[src/rtl/pll_sup_pkg.sv]
// Shared types and helpers for the PLL lock supervisor.
// State values are visible on the debug port, so they are fixed explicitly.
package pll_sup_pkg;

  typedef enum logic [2:0] {
    ST_PLL_RST   = 3'd0,
    ST_WAIT_LOCK = 3'd1,
    ST_STABLE    = 3'd2,
    ST_RUN       = 3'd3,
    ST_FAIL      = 3'd4
  } pll_sup_state_e;

  // Width of one counter shared by every timed state: it must hold the largest terminal count.
  function automatic int cnt_width(input int a, input int b, input int c);
    int m;
    m = a;
    if (b > m) m = b;
    if (c > m) m = c;
    return (m < 2) ? 1 : $clog2(m);
  endfunction

endpackage

[src/rtl/sync_2ff.sv]
// Generic two-flop synchronizer for a single level signal crossing into i_clk.
// RESET_VAL sets what the consumer sees while the domain is held in reset.
module sync_2ff #(
  parameter logic RESET_VAL = 1'b0
) (
  input  logic i_clk,
  input  logic i_rst_n,
  input  logic i_d,
  output logic o_q
);

  logic r_meta;
  logic r_sync;

  always_ff @(posedge i_clk or negedge i_rst_n) begin
    if (!i_rst_n) begin
      r_meta <= RESET_VAL;
      r_sync <= RESET_VAL;
    end else begin
      r_meta <= i_d;
      r_sync <= r_meta;
    end
  end

  assign o_q = r_sync;

endmodule

[src/rtl/pll_lock_supervisor.sv]
// Brings up the rPLL on the board clock: reset pulse, lock wait with timeout, lock
// qualification, then releases the pixel-domain reset request; retries and parks in FAIL.
//
// state      | meaning
// PLL_RST    | pll_reset high for RST_PULSE_CYC cycles
// WAIT_LOCK  | waiting for synced lock, LOCK_TIMEOUT_CYC budget per attempt
// STABLE     | lock must hold LOCK_STABLE_CYC consecutive cycles
// RUN        | locked, downstream reset released
// FAIL       | MAX_RETRY attempts failed, held until restart or arst_n
module pll_lock_supervisor
  import pll_sup_pkg::*;
#(
  parameter  int RST_PULSE_CYC    = 16,
  parameter  int LOCK_TIMEOUT_CYC = 27000,
  parameter  int LOCK_STABLE_CYC  = 256,
  parameter  int MAX_RETRY        = 3,
  localparam int RETRY_W          = $clog2(MAX_RETRY + 1)
) (
  input  logic               clk_ext,
  input  logic               arst_n,
  input  logic               pll_lock,
  input  logic               restart,
  output logic               pll_reset,
  output logic               sys_rst_n,
  output logic               locked,
  output logic               fail,
  output logic [RETRY_W-1:0] retry_cnt,
  output logic [2:0]         state
);

  localparam int CNT_W = cnt_width(RST_PULSE_CYC, LOCK_TIMEOUT_CYC, LOCK_STABLE_CYC);

  localparam logic [CNT_W-1:0]   CNT_MAX   = '1;
  localparam logic [CNT_W-1:0]   RST_LAST  = CNT_W'(RST_PULSE_CYC - 1);
  localparam logic [CNT_W-1:0]   TO_LAST   = CNT_W'(LOCK_TIMEOUT_CYC - 1);
  localparam logic [CNT_W-1:0]   STAB_LAST = CNT_W'(LOCK_STABLE_CYC - 1);
  localparam logic [RETRY_W-1:0] RETRY_MAX = RETRY_W'(MAX_RETRY);

  logic                 w_lock_s;
  pll_sup_state_e       r_state;
  pll_sup_state_e       w_state_nxt;
  logic [CNT_W-1:0]     r_cnt;
  logic                 w_cnt_clr;
  logic [RETRY_W-1:0]   r_retry;
  logic [RETRY_W-1:0]   w_retry_nxt;
  logic [RETRY_W-1:0]   w_retry_inc;
  logic                 r_pll_reset;
  logic                 r_sys_rst_n;
  logic                 r_locked;
  logic                 r_fail;
  logic                 w_pll_reset_nxt;
  logic                 w_sys_rst_n_nxt;
  logic                 w_locked_nxt;
  logic                 w_fail_nxt;

  sync_2ff #(
    .RESET_VAL (1'b0)
  ) u_lock_sync (
    .i_clk   (clk_ext),
    .i_rst_n (arst_n),
    .i_d     (pll_lock),
    .o_q     (w_lock_s)
  );

  // State, counter, retry count and the registered outputs all load together.
  always_ff @(posedge clk_ext or negedge arst_n) begin
    if (!arst_n) begin
      r_state     <= ST_PLL_RST;
      r_cnt       <= '0;
      r_retry     <= '0;
      r_pll_reset <= 1'b1;
      r_sys_rst_n <= 1'b0;
      r_locked    <= 1'b0;
      r_fail      <= 1'b0;
    end else begin
      r_state     <= w_state_nxt;
      r_retry     <= w_retry_nxt;
      r_pll_reset <= w_pll_reset_nxt;
      r_sys_rst_n <= w_sys_rst_n_nxt;
      r_locked    <= w_locked_nxt;
      r_fail      <= w_fail_nxt;
      if (w_cnt_clr)
        r_cnt <= '0;
      else if (r_cnt != CNT_MAX)
        r_cnt <= r_cnt + CNT_W'(1);
    end
  end

  assign w_retry_inc = (r_retry == RETRY_MAX) ? r_retry : r_retry + RETRY_W'(1);

  always_comb begin
    w_state_nxt = r_state;
    w_retry_nxt = r_retry;
    if (restart) begin
      w_state_nxt = ST_PLL_RST;
      w_retry_nxt = '0;
    end else begin
      case (r_state)
        ST_PLL_RST: begin
          if (r_cnt == RST_LAST)
            w_state_nxt = ST_WAIT_LOCK;
        end
        ST_WAIT_LOCK: begin
          if (w_lock_s) begin
            w_state_nxt = ST_STABLE;
          end else if (r_cnt == TO_LAST) begin
            w_retry_nxt = w_retry_inc;
            w_state_nxt = (w_retry_inc == RETRY_MAX) ? ST_FAIL : ST_PLL_RST;
          end
        end
        ST_STABLE: begin
          // A dropped lock is not a failed attempt: go back and wait again.
          if (!w_lock_s) begin
            w_state_nxt = ST_WAIT_LOCK;
          end else if (r_cnt == STAB_LAST) begin
            w_state_nxt = ST_RUN;
            w_retry_nxt = '0;
          end
        end
        ST_RUN: begin
          if (!w_lock_s)
            w_state_nxt = ST_PLL_RST;
        end
        ST_FAIL: begin
          w_state_nxt = ST_FAIL;
        end
        default: begin
          w_state_nxt = ST_PLL_RST;
        end
      endcase
    end
  end

  // Restart re-enters PLL_RST from PLL_RST too, so it must also clear the counter.
  assign w_cnt_clr = (w_state_nxt != r_state) || restart;

  always_comb begin
    w_pll_reset_nxt = (w_state_nxt == ST_PLL_RST);
    w_sys_rst_n_nxt = (w_state_nxt == ST_RUN);
    w_locked_nxt    = (w_state_nxt == ST_RUN);
    w_fail_nxt      = (w_state_nxt == ST_FAIL);
  end

  assign pll_reset = r_pll_reset;
  assign sys_rst_n = r_sys_rst_n;
  assign locked    = r_locked;
  assign fail      = r_fail;
  assign retry_cnt = r_retry;
  assign state     = r_state;

endmodule

[config.mk]
export PLATFORM = sky130hd
export DESIGN_NAME = pll_lock_supervisor
export DESIGN_NICKNAME = d
export VERILOG_FILES = /design/src/rtl/pll_sup_pkg.sv /design/src/rtl/sync_2ff.sv /design/src/rtl/pll_lock_supervisor.sv
export SDC_FILE = /design/constraint.sdc
export NUM_CORES = 1
export LEC_CHECK = 0
export BUFFER_PORTS_ARGS = -buffer_cell sky130_fd_sc_hd__buf_2
export CAP_MARGIN = 10
export CORE_ASPECT_RATIO = 1.4
export CORE_MARGIN = 5
export CORE_UTILIZATION = 25
export CTS_BUF_LIST = sky130_fd_sc_hd__clkbuf_2 sky130_fd_sc_hd__clkbuf_4 sky130_fd_sc_hd__clkbuf_8
export CTS_CLUSTER_DIAMETER = 30
export DETAILED_ROUTE_END_ITERATION = 8
export GPL_TIMING_DRIVEN = 0
export REMOVE_ABC_BUFFERS = 1
export SKIP_CTS_REPAIR_TIMING = 1
export SYNTH_ARGS = -nofsm -noshare
export SYNTH_HDL_FRONTEND = slang
export SYNTH_SLANG_ARGS = --single-unit
[constraint.sdc]
create_clock -name clk_ext -period 3.2 [get_ports clk_ext]
set_clock_uncertainty 0.05 [all_clocks]
set_input_delay 0.16 -clock clk_ext [delete_from_list [all_inputs] [get_ports clk_ext]]
set_output_delay 0.16 -clock clk_ext [all_outputs]
set_load 0.01 [all_outputs]
Word level (Yosys, flattened, before mapping)
Cells that the tools add are included.

storage, ports and cells
  register bits = 25
  bits of input ports = 4
  output and inout port bits = 9
  word-level logic and storage cells = 51

cells by class
  $add $sub $neg = 2
  equality and inequality tests = 17
  multiplexer cells = 18
  reduce and logical (&&, ||, !) cells = 6

operators with widths
  cell                   number
  $mux 15                2
  $mux 3                 8
  $add 15x1->15 const B  1
  $eq 15x15->1 const B   1
  $eq 15x4->1 const B    1
  $eq 15x8->1 const B    1
  $ne 15x15->1 const B   1
  $pmux 3 s5             1
  $mux 2                 6
  $eq 3x2->1 const B     3
  $ne 3x3->1 const B     3
  $eq 3x3->1 const B     2
  $logic_not 3->1        2
  $reduce_and 5->1       1
  $eq 2x2->1 const B     2
  $pmux 2 s2             1
  $eq 3x1->1 const B     1
  $ne 3x2->1 const B     1
  $ne 3x3->1             1
  $reduce_bool 3->1      1
  $add 2x1->2 const B    1
  $reduce_bool 2->1      1
  $logic_or 1x1->1       1

Logic depth before layout (Yosys ltp)
  depth in word-level cells = 11
  gate-level depth with buffers = 8
  depth with buffers taken out = 6

By module
From an unflattened synthesis, not the netlist that was laid out.

second synthesis, totals
  cell total of the unflattened synthesis = 136
  area total of the unflattened synthesis = 1341.3 µm²

by module, submodules not included
  module               times used  cells each  area each (µm²)  seq. area each (µm²)
  pll_lock_supervisor  1           134         1291.2           576.8
  sync_2ff             1           2           50.0             50.0

Worst setup path before layout
Ideal clock, no wire load.

  path kind = register -> register
  start point = reg r_cnt[0]
  end point = reg r_cnt[8]
  library setup time = 0.073 ns
  arrival = 1.895 ns
  required time = 3.077 ns
  path slack = 1.182 ns
  stages on the path, launching flop included = 9
  path buffers = 2
  clock period less this slack = 2.018 ns
  cells stage by stage = dfrtp_1 > ha_1 > and3_1 > clkbuf_1 > a41oi_1 > o22ai_1 > a221o_2 > buf_6 > a21oi_2

between the ends
  word-level cells in the longest chain between the ends = 8
  elaborated cells between the ends (all ways) = 17
  classes of those cells = add/sub: 1; eq/ne: 5; mux: 9; reduce/logical: 2

ends and longest elaborated chain
  element                                       line                                                    source
  from (decl)                                   pll_lock_supervisor.sv:42                               logic [CNT_W-1:0] r_cnt;
  from (signal assigned)                        pll_lock_supervisor.sv:85                               r_cnt <= r_cnt + CNT_W'(1);
  $eq 15x8->1 or $eq 15x15->1 (tied branches)   pll_lock_supervisor.sv:115, pll_lock_supervisor.sv:106
  $mux 3 (on tied branches)                     pll_lock_supervisor.sv:115, pll_lock_supervisor.sv:106
  $mux 3 (on tied branches)                     pll_lock_supervisor.sv:113, pll_lock_supervisor.sv:104
  $pmux 3 s5                                    pll_lock_supervisor.sv:98                               case (r_state)
  $mux 3                                        pll_lock_supervisor.sv:94                               if (restart) begin
  $ne 3x3->1                                    pll_lock_supervisor.sv:135                              assign w_cnt_clr = (w_state_nxt != r_state) || restart;
  $logic_or 1x1->1                              pll_lock_supervisor.sv:135
  $mux 15 or $reduce_bool 2->1 (tied branches)  n/a

Several ways; a longest one is shown, not always the timed one. The select of a mux whose other input is x is not followed.
A chain may end at the register's enable or synchronous reset.

Final worst setup path
  start point = reg r_cnt[0]
  end point = reg r_cnt[3]

Same word-level chain as after synthesis.

==> results_dict.tcl <==
set metrics [dict create \
    hold_violations 0 \
    fin_nets 162 \
    drc 0 \
    ios 13 \
    irDropWorstVdd_mv 0.150 \
    ys_seq_area_share_pct 44.9 \
    synth_area_mm2 0.00140 \
    firstDrtPassIters 4 \
    tightestPinTransition_ns 1.13 \
    start_util_pct 25.5 \
    hp-class "input pin to register" \
    setup_slack_ns 0.883 \
    fmax_mhz 432 \
    p_clk_share_pct 36.2 \
    end_kind "register" \
    coreArea_mm2 0.00549 \
    cts-htree-levels 1 \
    place_ws_ns 0.882 \
    cts_tree "built" \
    grt_pass1_vias 1121 \
    crit_family "compound AO/OA/AOI/OAI gates" \
    synth_xor_xnor_area_share_pct 5.65 \
    synth_top_family_by_area "simple AND/OR/NAND/NOR gates" \
    status "completed" \
    drt_iter0_drc 38 \
    critPathLaunchType "register" \
    relSlewSlack_pct 24.2 \
    avgViaCountPerCell 4.97 \
    critPathBufInv 0 \
    wirelength_mm 3.02 \
    layout-drive-gt1-share_pct 21.2 \
    grt_use_met3_pct 1.84 \
    slew_violations 0 \
    diodes 0 \
    grtUsageMet2_pct 15.4 \
    power.switching_uw 124 \
    slowest_stage "a221o_2" \
    netlist_instances 146 \
    grt_pass1_wl_mm 5.22 \
    die_height_um 98.4 \
    reg2reg_depth 6 \
    synth_cell_types 49 \
    finalSetupTns_ns 0 \
    synthMuxAreaShare_pct 0.717 \
    port_buffers 12 \
    grtUsageMet1_pct 10.7 \
    area_growth_pct 11.1 \
    synth_ff_type "dfrtp_1" \
    pwr-share-comb_pct 5.3 \
    synth.yosys.warnings 0 \
    vias 1114 \
    async_flop_share_pct 100 \
    critPathMaxFanout 11 \
    path_cells "ha_1, and3_1, a41oi_1, o22ai_1, a221o_2, nor3_1" \
    root_buffer "clkbuf_8" \
    clk_latency_ns 0.27 \
    rows 32 \
    internal_power_uw 428 \
    postRouteAntennaNets 0 \
    setup_viol 0 \
    grt_usage_pct 9.10 \
    period_needed_ns 2.32 \
    clk_pin_slew_worst_paths_ns 0.09 \
    cp.arrival_ns 2.45 \
    synth-compound-area-share_pct 15.9 \
    wl_per_cell_um 13.5 \
    grt-ovfl-total 0 \
    whs_path_depth 2 \
    leakage_uw 0.000658 \
    slowest_delay_ns 0.57 \
    p_sw_share_pct 22.5 \
    pwr-share-seq_pct 58.6 \
    die_area_mm2 0.00720 \
    cts-buffers-inserted 3 \
    synthSimpleGateAreaFrac_pct 25.9 \
    p_per_area_mw_per_mm2 356 \
    gp_congestion 0.764 \
    drv_cap 0 \
    crit_required_ns 3.33 \
    worstSetupPathType "register to register" \
    cts.sinks 25 \
    fin_crit_sh_pct 72.4 \
    grt_max_degree 26 \
    critical_path_depth 6 \
    synth_edf_count 0 \
    antenna_found_initial 0 \
    hpwl_mm 2.17 \
    die_width_um 73.2 \
    synth-seq-cells 25 \
    postSynthAreaPerCell_um2 9.56 \
    synth-adder-area-share_pct 0.896 \
    rsz0062_at_grt "no" \
    grt-busiest-layer "met2" \
    clock_tree.buffer_depth 2 \
]
-- logic make-up after synthesis --
group / after synthesis
buffers and inverters: 15
XOR/XNOR: 9
flip-flops: 25
adder cells (fa/ha/maj): 1
AO/OA/AOI/OAI: 31
multiplexers: 1
AND/OR/NAND/NOR: 64
-- cells in the mapped netlist (2+ instances only) --
| cell type | instances | area, um^2 |
|---|---|---|
| dfrtp_1 | 24 | 601 |
| a31oi_1 | 2 | 12.5 |
| xor2_1 | 2 | 17.5 |
| and3_1 | 4 | 25.0 |
| nor3_1 | 5 | 25.0 |
| nor2_2 | 7 | 43.8 |
| inv_1 | 7 | 26.3 |
| a21oi_1 | 7 | 35.0 |
| buf_6 | 3 | 33.8 |
| nand2_1 | 12 | 45.0 |
| nand4_1 | 6 | 37.5 |
| o21ai_0 | 4 | 20.0 |
| or3_1 | 2 | 12.5 |
| o21a_1 | 3 | 22.5 |
| a21oi_2 | 2 | 17.5 |
| nand3_1 | 5 | 25.0 |
| nor2_1 | 11 | 41.3 |
| clkbuf_1 | 2 | 7.51 |
| a211oi_1 | 2 | 15.0 |
| xnor2_1 | 7 | 61.3 |
-- worst register-to-register path, stage by stage, from the launching register on --
cell     delay [ns]
dfrtp_1        0.41
ha_1           0.25
and3_1         0.29
a41oi_1        0.25
o22ai_1        0.15
a221o_2        0.57
nor3_1         0.26
-- layer usage --
layer  part of all wire (%)  routed length (um)
met5                      0                   0
met1                     41                1240
met3                    4.7                 143
met2                     52                1580
met4                    2.1                  63
-- cell usage in the layout (no fill, tap or decap), drive strengths merged, types with 2 or more instances in the layout --
cell type and count:
a211oi 2, a21oi 9, a31oi 2, and2 2
and3 4, buf 12, clkbuf 4, dfrtp 24
dlygate4sd3 2, inv 7, nand2 12, nand3 5
nand4 6, nor2 19, nor3 5, nor4 2
o21a 3, o21ai 4, or3 3, xnor2 7
xor2 2
-- registers in the layout (all words and copies together) (netlist names) --
register	count
fail	1
locked	1
pll_reset	1
r_cnt	15
retry_cnt	2
state	3
u_lock_sync.o_q	1
u_lock_sync.r_meta	1
-- stage by stage --
| step | std cells | area, um^2 | util (%) | hold slack [ns] | power [uW] |
|---|---|---|---|---|---|
| floorplan | 138 | 1340 | - | -0.186 | 344 |
| global route | 224 | 1550 | 28.3 | 0.105 | 576 |
| global placement | 218 | 1480 | 27.0 | 0.134 | 357 |
| CTS | 222 | 1530 | 27.9 | -0.148 | 557 |
| detailed placement | 218 | 1480 | 27.0 | 0.148 | 358 |
| finish | 224 | 1550 | 28.3 | 0.101 | 552 |
-- cell type report --
class | count | area [um^2]
multi-input combinational | 106 | 684
tap | 68 | 85.1
clock buffer | 4 | 48.8
fill | 600 | 3930
timing repair buffer | 14 | 80.1
sequential | 25 | 627
inverter | 7 | 26.3
-- path summary, 6_finish.rpt --
check / from / end / slack (ns)
hold reg to reg: u_lock_sync.r_meta / u_lock_sync.o_q / 0.30
setup reg to reg: r_cnt[0] / r_cnt[3] / 0.88
hold / removal: restart / state[2] / 0.10
setup / recovery: r_cnt[0] / r_cnt[3] / 0.88
max in group asynchronous: arst_n / r_cnt[13] / 2.35
min in group asynchronous: arst_n / locked / 0.37
-- power by group through the flow --
stage / Combinational (uW) / Sequential [uW] / Clock [uW]
2_1_floorplan: 15.4 / 329 / 0
3_3_place_gp: 27.6 / 330 / 0
3_5_place_dp: 28.0 / 330 / 0
4_1_cts: 28.3 / 323 / 205
5_1_grt: 33.8 / 324 / 218
6_report: 29.0 / 323 / 200
Power figures use the tool's default switching activity.
